## src/rtl/mac_seq_if.sv

```systemverilog
// Handshake, operand-memory and MAC-drive bundle for the MAC job sequencer.
// The requester/environment side is master; the sequencer is slave.
interface mac_seq_if #(
  parameter int ADDR_W = 8,
  parameter int LEN_W  = 8
);
  logic              start;
  logic              mode;
  logic [LEN_W-1:0]  len;
  logic [7:0]        bias;
  logic [7:0]        x_val;
  logic              mem_rd;
  logic [ADDR_W-1:0] mem_addr;
  logic [7:0]        mem_data_a;
  logic [7:0]        mem_data_b;
  logic [7:0]        mac_in_1;
  logic [7:0]        mac_in_2;
  logic [7:0]        mac_in_add;
  logic              mac_mul_sel;
  logic              mac_add_sel;
  logic [16:0]       mac_result;
  logic              busy;
  logic              done;
  logic [16:0]       result;

  modport master (
    output start, mode, len, bias, x_val, mem_data_a, mem_data_b, mac_result,
    input  mem_rd, mem_addr, mac_in_1, mac_in_2, mac_in_add, mac_mul_sel,
           mac_add_sel, busy, done, result
  );

  modport slave (
    input  start, mode, len, bias, x_val, mem_data_a, mem_data_b, mac_result,
    output mem_rd, mem_addr, mac_in_1, mac_in_2, mac_in_add, mac_mul_sel,
           mac_add_sel, busy, done, result
  );
endinterface

```

## src/rtl/mac_seq_ctrl.sv

```systemverilog
// Sequencer for the two-stage 8x8 MAC: fetches operands, issues every other
// cycle to respect the 2-cycle feedback latency, captures the 17-bit result.
//
// state  | meaning
// IDLE   | waiting for start
// FETCH  | mem_rd strobe, MAC sees zeros (bubble slot)
// ISSUE  | operands from memory drive the MAC
// DRAIN1 | last issue in stage 1
// DRAIN2 | last result on mac_result, captured at this edge
// DONE   | done pulse, result valid
module mac_seq_ctrl #(
  parameter int ADDR_W = 8,
  parameter int LEN_W  = 8
) (
  input logic     clk,
  input logic     reset,
  mac_seq_if.slave bus
);

  typedef enum logic [2:0] {
    S_IDLE, S_FETCH, S_ISSUE, S_DRAIN1, S_DRAIN2, S_DONE
  } state_t;

  localparam logic [LEN_W-1:0] ONE = LEN_W'(1);

  state_t            state;
  logic              mode_q;
  logic [LEN_W-1:0]  len_q;
  logic [7:0]        bias_q;
  logic [7:0]        x_q;
  logic [LEN_W-1:0]  idx;
  logic              busy_q;
  logic              done_q;
  logic [16:0]       result_q;
  logic              mem_rd_q;
  logic [ADDR_W-1:0] mem_addr_q;

  logic [7:0] in_1, in_2, in_add;
  logic       mul_sel, add_sel;

  always_ff @(posedge clk or posedge reset) begin
    if (reset) begin
      state      <= S_IDLE;
      mode_q     <= 1'b0;
      len_q      <= '0;
      bias_q     <= '0;
      x_q        <= '0;
      idx        <= '0;
      busy_q     <= 1'b0;
      done_q     <= 1'b0;
      result_q   <= '0;
      mem_rd_q   <= 1'b0;
      mem_addr_q <= '0;
    end else begin
      case (state)
        S_IDLE: begin
          if (bus.start) begin
            busy_q <= 1'b1;
            if (bus.len != '0) begin
              mode_q     <= bus.mode;
              len_q      <= bus.len;
              bias_q     <= bus.bias;
              x_q        <= bus.x_val;
              idx        <= '0;
              mem_rd_q   <= 1'b1;
              mem_addr_q <= '0;
              state      <= S_FETCH;
            end else begin
              result_q <= bus.mode ? 17'd0 : {9'b0, bus.bias};
              done_q   <= 1'b1;
              state    <= S_DONE;
            end
          end
        end
        S_FETCH: begin
          mem_rd_q <= 1'b0;
          state    <= S_ISSUE;
        end
        S_ISSUE: begin
          idx <= idx + ONE;
          if (idx == len_q - ONE) begin
            state <= S_DRAIN1;
          end else begin
            mem_rd_q   <= 1'b1;
            mem_addr_q <= ADDR_W'(idx + ONE);
            state      <= S_FETCH;
          end
        end
        S_DRAIN1: state <= S_DRAIN2;
        S_DRAIN2: begin
          result_q <= bus.mac_result;
          done_q   <= 1'b1;
          state    <= S_DONE;
        end
        S_DONE: begin
          done_q <= 1'b0;
          busy_q <= 1'b0;
          state  <= S_IDLE;
        end
        default: state <= S_IDLE;
      endcase
    end
  end

  // Only ISSUE drives the MAC; every other slot feeds zeros so the
  // interleaved odd-slot pipeline chain stays at zero.
  always_comb begin
    in_1    = '0;
    in_2    = '0;
    in_add  = '0;
    mul_sel = 1'b0;
    add_sel = 1'b0;
    if (state == S_ISSUE) begin
      if (!mode_q) begin
        in_1 = bus.mem_data_a;
        in_2 = bus.mem_data_b;
        if (idx == '0) in_add = bias_q;
        else           add_sel = 1'b1;
      end else if (idx == '0) begin
        in_1 = bus.mem_data_a;
        in_2 = 8'd1;
      end else begin
        in_2    = x_q;
        in_add  = bus.mem_data_a;
        mul_sel = 1'b1;
      end
    end
  end

  assign bus.mac_in_1    = in_1;
  assign bus.mac_in_2    = in_2;
  assign bus.mac_in_add  = in_add;
  assign bus.mac_mul_sel = mul_sel;
  assign bus.mac_add_sel = add_sel;
  assign bus.mem_rd      = mem_rd_q;
  assign bus.mem_addr    = mem_addr_q;
  assign bus.busy        = busy_q;
  assign bus.done        = done_q;
  assign bus.result      = result_q;

endmodule

```

## src/flat_wrapper.sv

```systemverilog
// flat-port wrapper written by rule: the top's interface ports become plain ports
module mac_seq_ctrl_flat 
#(
  parameter int ADDR_W = 8,
  parameter int LEN_W  = 8
)
  (clk, reset, bus_start, bus_mode, bus_len, bus_bias, bus_x_val, bus_mem_data_a, bus_mem_data_b, bus_mac_result, bus_mem_rd, bus_mem_addr, bus_mac_in_1, bus_mac_in_2, bus_mac_in_add, bus_mac_mul_sel, bus_mac_add_sel, bus_busy, bus_done, bus_result);
  mac_seq_if #(.ADDR_W(ADDR_W), .LEN_W(LEN_W)) bus_i ();
  input logic clk;
  input logic reset;
  input wire logic [$bits(bus_i.start)-1:0] bus_start;
  input wire logic [$bits(bus_i.mode)-1:0] bus_mode;
  input wire logic [$bits(bus_i.len)-1:0] bus_len;
  input wire logic [$bits(bus_i.bias)-1:0] bus_bias;
  input wire logic [$bits(bus_i.x_val)-1:0] bus_x_val;
  input wire logic [$bits(bus_i.mem_data_a)-1:0] bus_mem_data_a;
  input wire logic [$bits(bus_i.mem_data_b)-1:0] bus_mem_data_b;
  input wire logic [$bits(bus_i.mac_result)-1:0] bus_mac_result;
  output wire logic [$bits(bus_i.mem_rd)-1:0] bus_mem_rd;
  output wire logic [$bits(bus_i.mem_addr)-1:0] bus_mem_addr;
  output wire logic [$bits(bus_i.mac_in_1)-1:0] bus_mac_in_1;
  output wire logic [$bits(bus_i.mac_in_2)-1:0] bus_mac_in_2;
  output wire logic [$bits(bus_i.mac_in_add)-1:0] bus_mac_in_add;
  output wire logic [$bits(bus_i.mac_mul_sel)-1:0] bus_mac_mul_sel;
  output wire logic [$bits(bus_i.mac_add_sel)-1:0] bus_mac_add_sel;
  output wire logic [$bits(bus_i.busy)-1:0] bus_busy;
  output wire logic [$bits(bus_i.done)-1:0] bus_done;
  output wire logic [$bits(bus_i.result)-1:0] bus_result;
  assign bus_i.start = bus_start;
  assign bus_i.mode = bus_mode;
  assign bus_i.len = bus_len;
  assign bus_i.bias = bus_bias;
  assign bus_i.x_val = bus_x_val;
  assign bus_i.mem_data_a = bus_mem_data_a;
  assign bus_i.mem_data_b = bus_mem_data_b;
  assign bus_i.mac_result = bus_mac_result;
  assign bus_mem_rd = bus_i.mem_rd;
  assign bus_mem_addr = bus_i.mem_addr;
  assign bus_mac_in_1 = bus_i.mac_in_1;
  assign bus_mac_in_2 = bus_i.mac_in_2;
  assign bus_mac_in_add = bus_i.mac_in_add;
  assign bus_mac_mul_sel = bus_i.mac_mul_sel;
  assign bus_mac_add_sel = bus_i.mac_add_sel;
  assign bus_busy = bus_i.busy;
  assign bus_done = bus_i.done;
  assign bus_result = bus_i.result;
  mac_seq_ctrl #(.ADDR_W(ADDR_W), .LEN_W(LEN_W)) u_core (.clk(clk), .reset(reset), .bus(bus_i));
endmodule
```

## config.mk

```make
export PLATFORM = sky130hd
export DESIGN_NAME = mac_seq_ctrl_flat
export DESIGN_NICKNAME = d
export VERILOG_FILES = /design/src/rtl/mac_seq_if.sv /design/src/rtl/mac_seq_ctrl.sv /design/src/flat_wrapper.sv
export SDC_FILE = /design/constraint.sdc
export NUM_CORES = 1
export LEC_CHECK = 0
export CAP_MARGIN = 20
export CORE_ASPECT_RATIO = 2
export CORE_MARGIN = 4
export CORE_UTILIZATION = 45
export CTS_CLUSTER_SIZE = 20
export DETAILED_ROUTE_END_ITERATION = 7
export PLACE_DENSITY = 0.8
export SYNTH_ARGS = -nofsm -noshare
export SYNTH_HDL_FRONTEND = slang
export SYNTH_SLANG_ARGS = --single-unit
```

## constraint.sdc

```tcl
create_clock -name clk -period 2.9 [get_ports clk]
set_clock_uncertainty 0.2 [all_clocks]
set_input_delay 0.29 -clock clk [delete_from_list [all_inputs] [get_ports clk]]
set_output_delay 0.29 -clock clk [all_outputs]
set_load 0.02 [all_outputs]
```

==> results.cfg, run 1 <==
[run_status]
run_status = finished clean

[cts]
clk_pin_slew_worst_paths_ps = 50
cts_hold_buffers = 0
cts_root_buffer = clkbuf_16
htree_levels = 3
cts_buffers = 9
cts_tree = done
cts_buffer_depth = 2
clock-sinks = 64
insertion_delay_ps = 330

[routing]
vias_per_cell = 5.52
drt_pre_antenna_iters = 4
wire_per_inst_um = 17.6
drt_iter0_drc = 138
route.detailed.drc = 0
drtAntennaViolNets = 0
num_vias = 2975
wirelength_um = 9510

[synthesis]
yosys.area_share.simple_pct = 16.5
syn-num-nets = 384
synth-edff-count = 0
ys.flop_type = dfrtp_1
synth_mux_area_share_pct = 9.54
yosys-top-cells-area = dfrtp_1, mux2_2, nand2_1
yosys.area.top_type = dfrtp_1
synth_top_family_by_area = compound AO/OA/AOI/OAI gates
seq_area_frac_synth_pct = 49.0
synthXorXnorAreaFrac_pct = 3.49
netlist_area_um2 = 3270
syn_avg_cell_area_um2 = 10.2
synth_cell_type_count = 41
synthCells = 320
yosys_warnings = 0
synth_compound_area_share_pct = 16.6
synthArstFlopShare_pct = 100
ys_ff_latch = 64
synth_fa_ha_area_share_pct = 1.15
synth_top_area_share_pct = 49.0

[power_and_ir_drop]
total_power_mw = 5.08
leakage_nw = 2.38
vdd_drop_max_mv = 0.686
powerDensity_nw_per_um2 = 1030

[timing]
tightestPinTransition_ps = 825
grt_setup_unrepaired = no
setup_ws_ps = 146
period_minus_slack_ps = 2750
slew_violations = 0
fin_crit_sh_pct = 95.0
slew_headroom_pct = 45.0
fmax_mhz = 363
worst_hold_slack_ps = 155
hold_viol_final = 0
finalSetupTns_ps = 0
setup-violations-final = 0

[layout]
synthToLayoutAreaGrowth_pct = 51.1
n_antenna_cell = 0
nFillCells = 543
finish.utilization_pct = 70.6
instances_no_fill = 539
nNetsFinal = 508
fin_area_um2 = 4940
drive_above_1_share_pct = 16.3

[worst_setup_path]
critPathCaptureType = flip-flop
start_kind = flip-flop
crit_type = reg -> reg
crit_arrival_ps = 2770
crit_path_max_fanout = 7
worst_ep_required_time_ps = 2910

[grt]
grtUsageTotal_pct = 23.5
antenna_found_initial = 0
grt_pass1_vias = 3157
grt_pass1_wl_um = 15200
grt_max_degree = 31
grt_overflow_total = 0

[floorplan]
die-area_um2 = 8770
ioPinCount = 115
die_h_um = 128
fp.dieW_um = 68.3
rows = 43
start_util_pct = 46.7
core_area_um2 = 6990

[run]
maxCapViolations = 0

[placement]
pre_cts_slack_ps = 60.1
place_hpwl_um = 7180
gp_congestion = 0.940
port-buffer-count = 114
dp_cells = 522
place_area_um2 = 4600

[min_path]
holdCritPathClass = in -> async
==> logic make-up (layout without fill, tap and decap cells) <==
logic type / count (synthesis) / in the layout
AND/OR/NAND/NOR: 107 / 107
buffers and inverters: 30 / 159
adder cells (fa/ha/maj): 3 / 3
AO/OA/AOI/OAI: 77 / 77
flip-flops: 64 / 64
multiplexers: 26 / 26
XOR/XNOR: 13 / 13
==> cell usage after synthesis (8+ instances only) <==
cell       n
a22o_1    11
a32o_1    11
nor2_1    26
o21ai_0   17
nand2_1   30
nor3b_1   10
mux2_2    21
clkbuf_1  21
a21oi_1   19
nand3_1    8
dfrtp_1   64
nor2b_1    8
==> cell type report <==
type,instances,area (µm²),share of cell area (%)
Clock buffer,10,239,4.84
Clock inverter,6,82.6,1.67
Inverter,7,26.3,0.532
Multi-Input combinational cell,226,1560,31.5
Sequential cell,64,1600,32.5
Tap cell,90,113,2.28
Timing Repair Buffer,136,1320,26.7
==> path summary, 6_finish.rpt <==
check	end	cells past startpoint	startpoint	slack, ps
max	u_core.bus.mem_addr[4]$_DFFE_PP0P_	7	u_core.len_q[1]$_DFFE_PP0P_	150
min	u_core.bus.result[8]$_DFFE_PP0P_	2	reset	160
max reg2reg	u_core.bus.mem_addr[4]$_DFFE_PP0P_	7	u_core.len_q[1]$_DFFE_PP0P_	150
min reg2reg	u_core.bus.result[1]$_DFFE_PP0P_	2	u_core.bus.result[1]$_DFFE_PP0P_	280
max in group asynchronous	u_core.bias_q[3]$_DFFE_PP0P_	3	reset	1640
min in group clk	u_core.bus.result[1]$_DFFE_PP0P_	2	u_core.bus.result[1]$_DFFE_PP0P_	280
==> sequential cells by signal, indices dropped and copies added (netlist names), 3 cells and up <==
register             cells
u_core.idx               8
u_core.bias_q            8
u_core.x_q               8
u_core.len_q             8
u_core.state             3
u_core.bus.result       17
u_core.bus.mem_addr      8
==> timing repair <==
item	CTS	global route
endpoints found under the setup margin	22	16
gates resized for setup	14	12
pin swaps	1	0
buffers inserted	1	0
==> layout by cell type (no fill, tap or decap), types with 6 or more instances in the layout <==
cell and count:
nor3b_1 9, mux2_2 21, clkbuf_16 9, dlymetal6s2s_1 11, a22o_1 11, nor2_1 26
buf_4 22, xnor2_1 6, dfrtp_1 63, xor2_1 7, a32o_1 11, a21o_1 7
inv_1 6, nor2b_1 8, dlygate4sd2_1 13, clkdlybuf4s50_1 90, nand2_1 30, a21oi_1 19
nand3_1 8, o21ai_0 17
==> metal layers <==
metal / track usage [%] / up-vias / wire length, µm
met2: 41.8 / 115 / 5330
met5: 0 / - / 0
li1: - / 1389 / -
met1: 23.6 / 1444 / 3290
met3: 7.34 / 27 / 560
met4: 11.5 / 0 / 329
==> power by group <==
| part | switching, mW | internal (mW) |
|---|---|---|
| sequential | 0.302 | 1.25 |
| combinational | 1.23 | 1.14 |
| clock | 0.390 | 0.770 |
==> worst max-delay path, cell delays in order, from the launching register on <==
cell and delay, ps:
dfrtp_1 400, inv_1 80, ha_1 190, or3b_1 390, or4_1 420, a211oi_2 300
a31o_2 330, mux2_4 330
Power figures use the tool's default switching activity.
==> run 2: changes to the inputs <==
--- a/config.mk
+++ b/config.mk
@@ -5,13 +5,15 @@
 export SDC_FILE = /design/constraint.sdc
 export NUM_CORES = 1
 export LEC_CHECK = 0
+export ABC_AREA = 1
 export CAP_MARGIN = 20
 export CORE_ASPECT_RATIO = 2
 export CORE_MARGIN = 4
-export CORE_UTILIZATION = 45
+export CORE_UTILIZATION = 46
 export CTS_CLUSTER_SIZE = 20
 export DETAILED_ROUTE_END_ITERATION = 7
-export PLACE_DENSITY = 0.8
+export PLACE_DENSITY = 0.81
+export SLEW_MARGIN = 10
 export SYNTH_ARGS = -nofsm -noshare
 export SYNTH_HDL_FRONTEND = slang
 export SYNTH_SLANG_ARGS = --single-unit
==> run 2 against run 1 <==
Design area increased by 0.20%. Sequential power decreased by 7%. Combinational power decreased by 12%.
==> results.cfg, run 2 <==
[run_status]
run_status = finished clean

[worst_setup_path]
crit_slowest_cell = clkdlybuf4s50_1
startpoint = u_core.idx[0]$_DFFE_PP0P_
worst_ep_required_time_ps = 2410
crit_path_max_fanout = 6
slowest_delay_ps = 620
crit_arrival_ps = 2250
crit_chain = inv_1 > ha_1 > nand4_1 > nor2_2 > nor2_4 > buf_4 > nor2_1 > clkdlybuf4s50_1
crit_type = reg -> out
start_kind = flip-flop
rr_startpoint = u_core.len_q[0]$_DFFE_PP0P_
critPathCaptureType = output pin

[routing]
drt_iter0_drc = 161
route.detailed.drc = 0
drtAntennaViolNets = 0
wire_per_inst_um = 15.2
wirelength_um = 9610
drt_pre_antenna_iters = 4
vias_per_cell = 5.16
num_vias = 3263

[timing]
hold_viol_final = 0
setup-violations-final = 0
grt_setup_unrepaired = no
slew_violations = 0
worst_hold_slack_ps = 184
fin_crit_sh_pct = 94.5
fmax_mhz = 365
period_minus_slack_ps = 2740
tightestPinTransition_ps = 686
finalSetupTns_ps = 0
setup_ws_ps = 159
slew_headroom_pct = 54.2

[grt]
antenna_found_initial = 0
grt_overflow_total = 0
grt_max_degree = 41
grt_pass1_vias = 3321
grt_pass1_wl_um = 15200
grtUsageTotal_pct = 23.7

[synthesis]
synth-edff-count = 0
seq_area_frac_synth_pct = 47.9
synthCells = 416
yosysMostFrequentCell = nand2_1
synth_top_area_share_pct = 47.9
yosys.area.top_type = dfrtp_1
synth_cell_type_count = 30
yosys_warnings = 0
syn_avg_cell_area_um2 = 8.03
synth_commonest_cells = nand2_1, dfrtp_1, o21ai_0, inv_1, nand3_1
yosys-top-cells-area = dfrtp_1, nand2_1, o21ai_0
synthArstFlopShare_pct = 100
ys.flop_type = dfrtp_1
netlist_area_um2 = 3340
syn-num-nets = 480
ys_ff_latch = 64

[floorplan]
die_h_um = 129
die-area_um2 = 8780
ioPinCount = 115
core_area_um2 = 6990
rows = 43
start_util_pct = 47.8
fp.dieW_um = 68.3

[layout]
nFillCells = 568
final_common_cell = nand2_1
layout_common_cells = nand2_1, clkdlybuf4s50_1, dfrtp_1
multiInputGateArea_um2 = 1470
drive_above_1_share_pct = 9.59
nNetsFinal = 601
largest_reg_flops = 17
n_antenna_cell = 0
synthToLayoutAreaGrowth_pct = 48.0
instances_no_fill = 632
final-seq-area_um2 = 1600

[cts]
htree_levels = 3
clk_pin_slew_worst_paths_ps = 60
cts_tree = done
cts_buffer_depth = 2
clock-sinks = 64
insertion_delay_ps = 330
cts_buffers = 9
cts_root_buffer = clkbuf_16

[placement]
place_hpwl_um = 7330
dp_cells = 613
port-buffer-count = 114
pre_cts_slack_ps = 112
gp_congestion = 0.942

[power_and_ir_drop]
powerDensity_nw_per_um2 = 935
leakage_nw = 2.58
vdd_drop_max_mv = 0.544
total_power_mw = 4.62

[run]
maxCapViolations = 0

[min_path]
holdCritPathClass = in -> async
==> run 2: cell types whose count changed in the layout (fill, tap and decap cells not counted), sizes merged, moves of 11 or more <==
cell   change
a22o      -11
inv       +46
o21ai     +38
nand2     +82
a21oi     -14
nand3     +26
mux2      -16
==> run 2: area by class of cell <==
class / count / area share (%)
inverters: 52 / 3.95
clock buffers: 10 / 4.83
clock inverters: 6 / 1.37
repair buffers: 126 / 25.5
multi-input cells: 284 / 29.7
well taps: 90 / 2.28
flip-flops and latches: 64 / 32.4
==> run 2: timing repair <==
action,4_1_cts,5_1_grt
pin swaps,1,0
setup buffers,3,0
cloned,0,0
hold buffers,0,0
resized for setup,10,16
setup endpoints to repair,16,15
==> run 2: power by group <==
part	internal, mW	leakage (nW)	switching [mW]
clock	0.691	0.145	0.402
sequential	1.23	0.816	0.211
combinational	0.873	1.62	1.22
total	2.79	2.58	1.83
==> run 2: per-stage QoR <==
stage                     cell area (µm²)  util (%)
after floorplan                      3340         -
after global placement               4570      65.4
after detailed placement             4570      65.4
after CTS                            4900      70.1
after global routing                 4950      70.7
final                                4950      70.7
==> run 2: worst max-delay path, delay by kind of cell, from the launching register on <==
kind	cells	cell delay, ps
adders and majority gates	1	150
buffers and inverters	3	880
DFF	1	420
and+or+nand+nor	4	470
==> run 2: final timing paths <==
kind	end	slack [ps]	depth (start not counted)
worst max-delay path	bus_mac_in_1[7]	160	8
worst min-delay path	u_core.bus.result[0]$_DFFE_PP0P_	180	2
worst max register to register	u_core.bus.mem_addr[3]$_DFFE_PP0P_	660	10
worst min register to register	u_core.bus.mem_addr[4]$_DFFE_PP0P_	270	2
max in group asynchronous	u_core.bus.mem_addr[3]$_DFFE_PP0P_	1600	3
min in group clk	u_core.bus.mem_addr[4]$_DFFE_PP0P_	270	2
==> run 2: logic make-up (layout without fill, tap and decap cells) <==
kind of cell / count (synthesis) / after routing / synth area share (%)
and+or+nand+nor: 187 / 187 / 24.1
AOI/OAI and AO/OA: 79 / 79 / 13.7
buffers and inverters: 68 / 194 / 8.50
DFF: 64 / 64 / 47.9
muxes: 10 / 10 / 3.37
xor gates and xnor gates: 5 / 5 / 1.31
adders and majority gates: 3 / 3 / 1.12
==> run 2: layer usage <==
metal | share of wire [%] | vias up | wire length [µm] | track usage (%)
met5 | 0 | - | 0 | 0
met4 | 5.2 | 0 | 496 | 14.0
met3 | 4.9 | 35 | 474 | 6.29
met2 | 56 | 107 | 5410 | 42.5
met1 | 34 | 1522 | 3230 | 23.0
li1 | - | 1599 | - | -
==> run 3: changes to the inputs <==
--- a/config.mk
+++ b/config.mk
@@ -12,7 +12,7 @@
 export CORE_UTILIZATION = 46
 export CTS_CLUSTER_SIZE = 20
 export DETAILED_ROUTE_END_ITERATION = 7
-export PLACE_DENSITY = 0.81
+export PLACE_DENSITY = 0.86
 export SLEW_MARGIN = 10
 export SYNTH_ARGS = -nofsm -noshare
 export SYNTH_HDL_FRONTEND = slang
==> run 3 against run 2 <==
Die area is the same. Power grew 4.7%. Routed wire length grew 5.6%. Critical endpoint unchanged. Global-route usage grew 1.2 points. Register-to-register slack lost 30 ps.
==> results.cfg, run 3 (synthesis results as in run 2) <==
[timing]
setup-violations-final = 0
fin_crit_sh_pct = 96.0
worst_hold_slack_ps = 182
slew_headroom_pct = 54.8
setup_ws_ps = 116
fmax_mhz = 359
hold_viol_final = 0
slew_violations = 0
finalSetupTns_ps = 0
tightestPinTransition_ps = 678
period_minus_slack_ps = 2780

[grt]
antenna_found_initial = 1
grt_pass1_wl_um = 16300
grt_overflow_total = 0
grtUsageTotal_pct = 24.9
grt_pass1_vias = 3513
grt_max_degree = 41

[layout]
layout_common_cells = nand2_1, clkdlybuf4s50_1, dfrtp_1
drive_above_1_share_pct = 9.26
final_common_cell = nand2_1
finish.utilization_pct = 71.3
largest_reg_flops = 17
synthToLayoutAreaGrowth_pct = 49.2
nNetsFinal = 599
instances_no_fill = 631

[routing]
drtAntennaViolNets = 0
drt_iter0_drc = 157
vias_per_cell = 5.38
num_vias = 3393
route.detailed.drc = 0
drt_pre_antenna_iters = 4
wirelength_um = 10100
wire_per_inst_um = 16.1

[power_and_ir_drop]
swShare_pct = 38.7
combPwrFrac_pct = 44.4
p_int_mw = 2.97
leakage_nw = 2.57
powerDensity_nw_per_um2 = 971
clkPwrFrac_pct = 25.8
p_switching_mw = 1.87
vdd_drop_max_mv = 0.573
pwr-share-seq_pct = 29.8

[worst_setup_path]
rrSetupSlack_ps = 630
rr_endpoint = u_core.bus.mem_addr[1]$_DFFE_PP0P_
worst_ep_required_time_ps = 2410
start_kind = flip-flop
rr_startpoint = u_core.state[0]$_DFFE_PP0N_
crit_path_max_fanout = 8
crit_arrival_ps = 2290
ff2ff_path_depth = 12
crit_type = reg -> out
critPathCaptureType = output pin

[cts]
insertion_delay_ps = 330
cts_tree = done
clock-sinks = 64
clk_pin_slew_worst_paths_ps = 60
cts_buffer_depth = 2
htree_levels = 3
cts_buffers = 9
cts_hold_buffers = 0
cts_root_buffer = clkbuf_16

[floorplan]
ioPinCount = 115
start_util_pct = 47.8
die-area_um2 = 8780
fp.dieW_um = 68.3
rows = 43
core_area_um2 = 6990
die_h_um = 129

[run]
maxCapViolations = 0

[placement]
port-buffer-count = 114
gp_congestion = 0.950
dp_cells = 612
pre_cts_slack_ps = 55.1
place_hpwl_um = 7340

[min_path]
holdCritPathClass = in -> async

[run_status]
run_status = finished clean
## run 3: cell types whose count changed in the layout (fill, tap and decap cells not counted), sizes merged
cell,previous run,this run
dlymetal6s2s,15,12
clkinvlp,2,1
clkdlybuf4s50,92,90
buf,12,10
diode,0,1
bufinv,1,3
clkbuf,10,11
dlygate4sd2,7,12
inv,53,51
## run 3: timing repair
item | in CTS | in global routing
setup buffers | 2 | 0
endpoints found under the setup margin | 16 | 13
pin swaps | 1 | 0
gates resized for setup | 15 | 13
## run 3: critical path: stages, from the launching register on
cell             delay [ps]
dfrtp_1                 430
inv_1                   120
ha_1                    170
nand4_1                 120
nor2_2                  190
nor2_4                   90
buf_12                  140
nor2_1                   80
clkdlybuf4s50_1         630
## run 3: cell type report
type	instances	area [µm²]
clock buffer	11	243
timing repair buffer	124	1260
antenna	1	2.50
multi-input combinational	284	1470
sequential	64	1600
inverter	52	199
clock inverter	5	104
tap	90	113
fill	505	2010
## run 3: worst max path at each step
| stage | cells past startpoint | start | slack, ps | endpoint |
|---|---|---|---|---|
| detailed placement | 8 | u_core.idx[0]$_DFFE_PP0P_ | 60 | bus_mac_in_2[7] |
| floorplan | 8 | u_core.idx[0]$_DFFE_PP0P_ | 690 | bus_mac_in_2[5] |
| finish | 8 | u_core.idx[0]$_DFFE_PP0P_ | 120 | bus_mac_in_1[7] |
| global placement | 8 | u_core.idx[0]$_DFFE_PP0P_ | 220 | bus_mac_in_add[2] |
| global route | 8 | u_core.idx[0]$_DFFE_PP0P_ | -6 | bus_mac_in_1[7] |
| CTS | 8 | u_core.idx[0]$_DFFE_PP0P_ | 7 | bus_mac_in_1[4] |
## run 3: power groups by stage
stage	Sequential (mW)	Combinational (mW)	Clock, mW
after global routing	1.48	2.37	1.30
after floorplan	1.55	1.21	0
after detailed placement	1.44	2.09	0
final	1.44	2.15	1.25
after global placement	1.43	2.01	0
after CTS	1.43	2.14	1.27
## run 3: routing by layer
metal	track usage [%]	part of all wire [%]
met1	25.8	34
met5	0	0
met4	13.2	4.7
met3	6.81	5.2
met2	43.7	56
## run 3: metrics by stage
step	area [µm²]	total power [mW]
CTS	4950	4.84
detailed placement	4580	3.54
global route	4980	5.15
finish	4980	4.84
floorplan	3340	2.76
global placement	4580	3.43
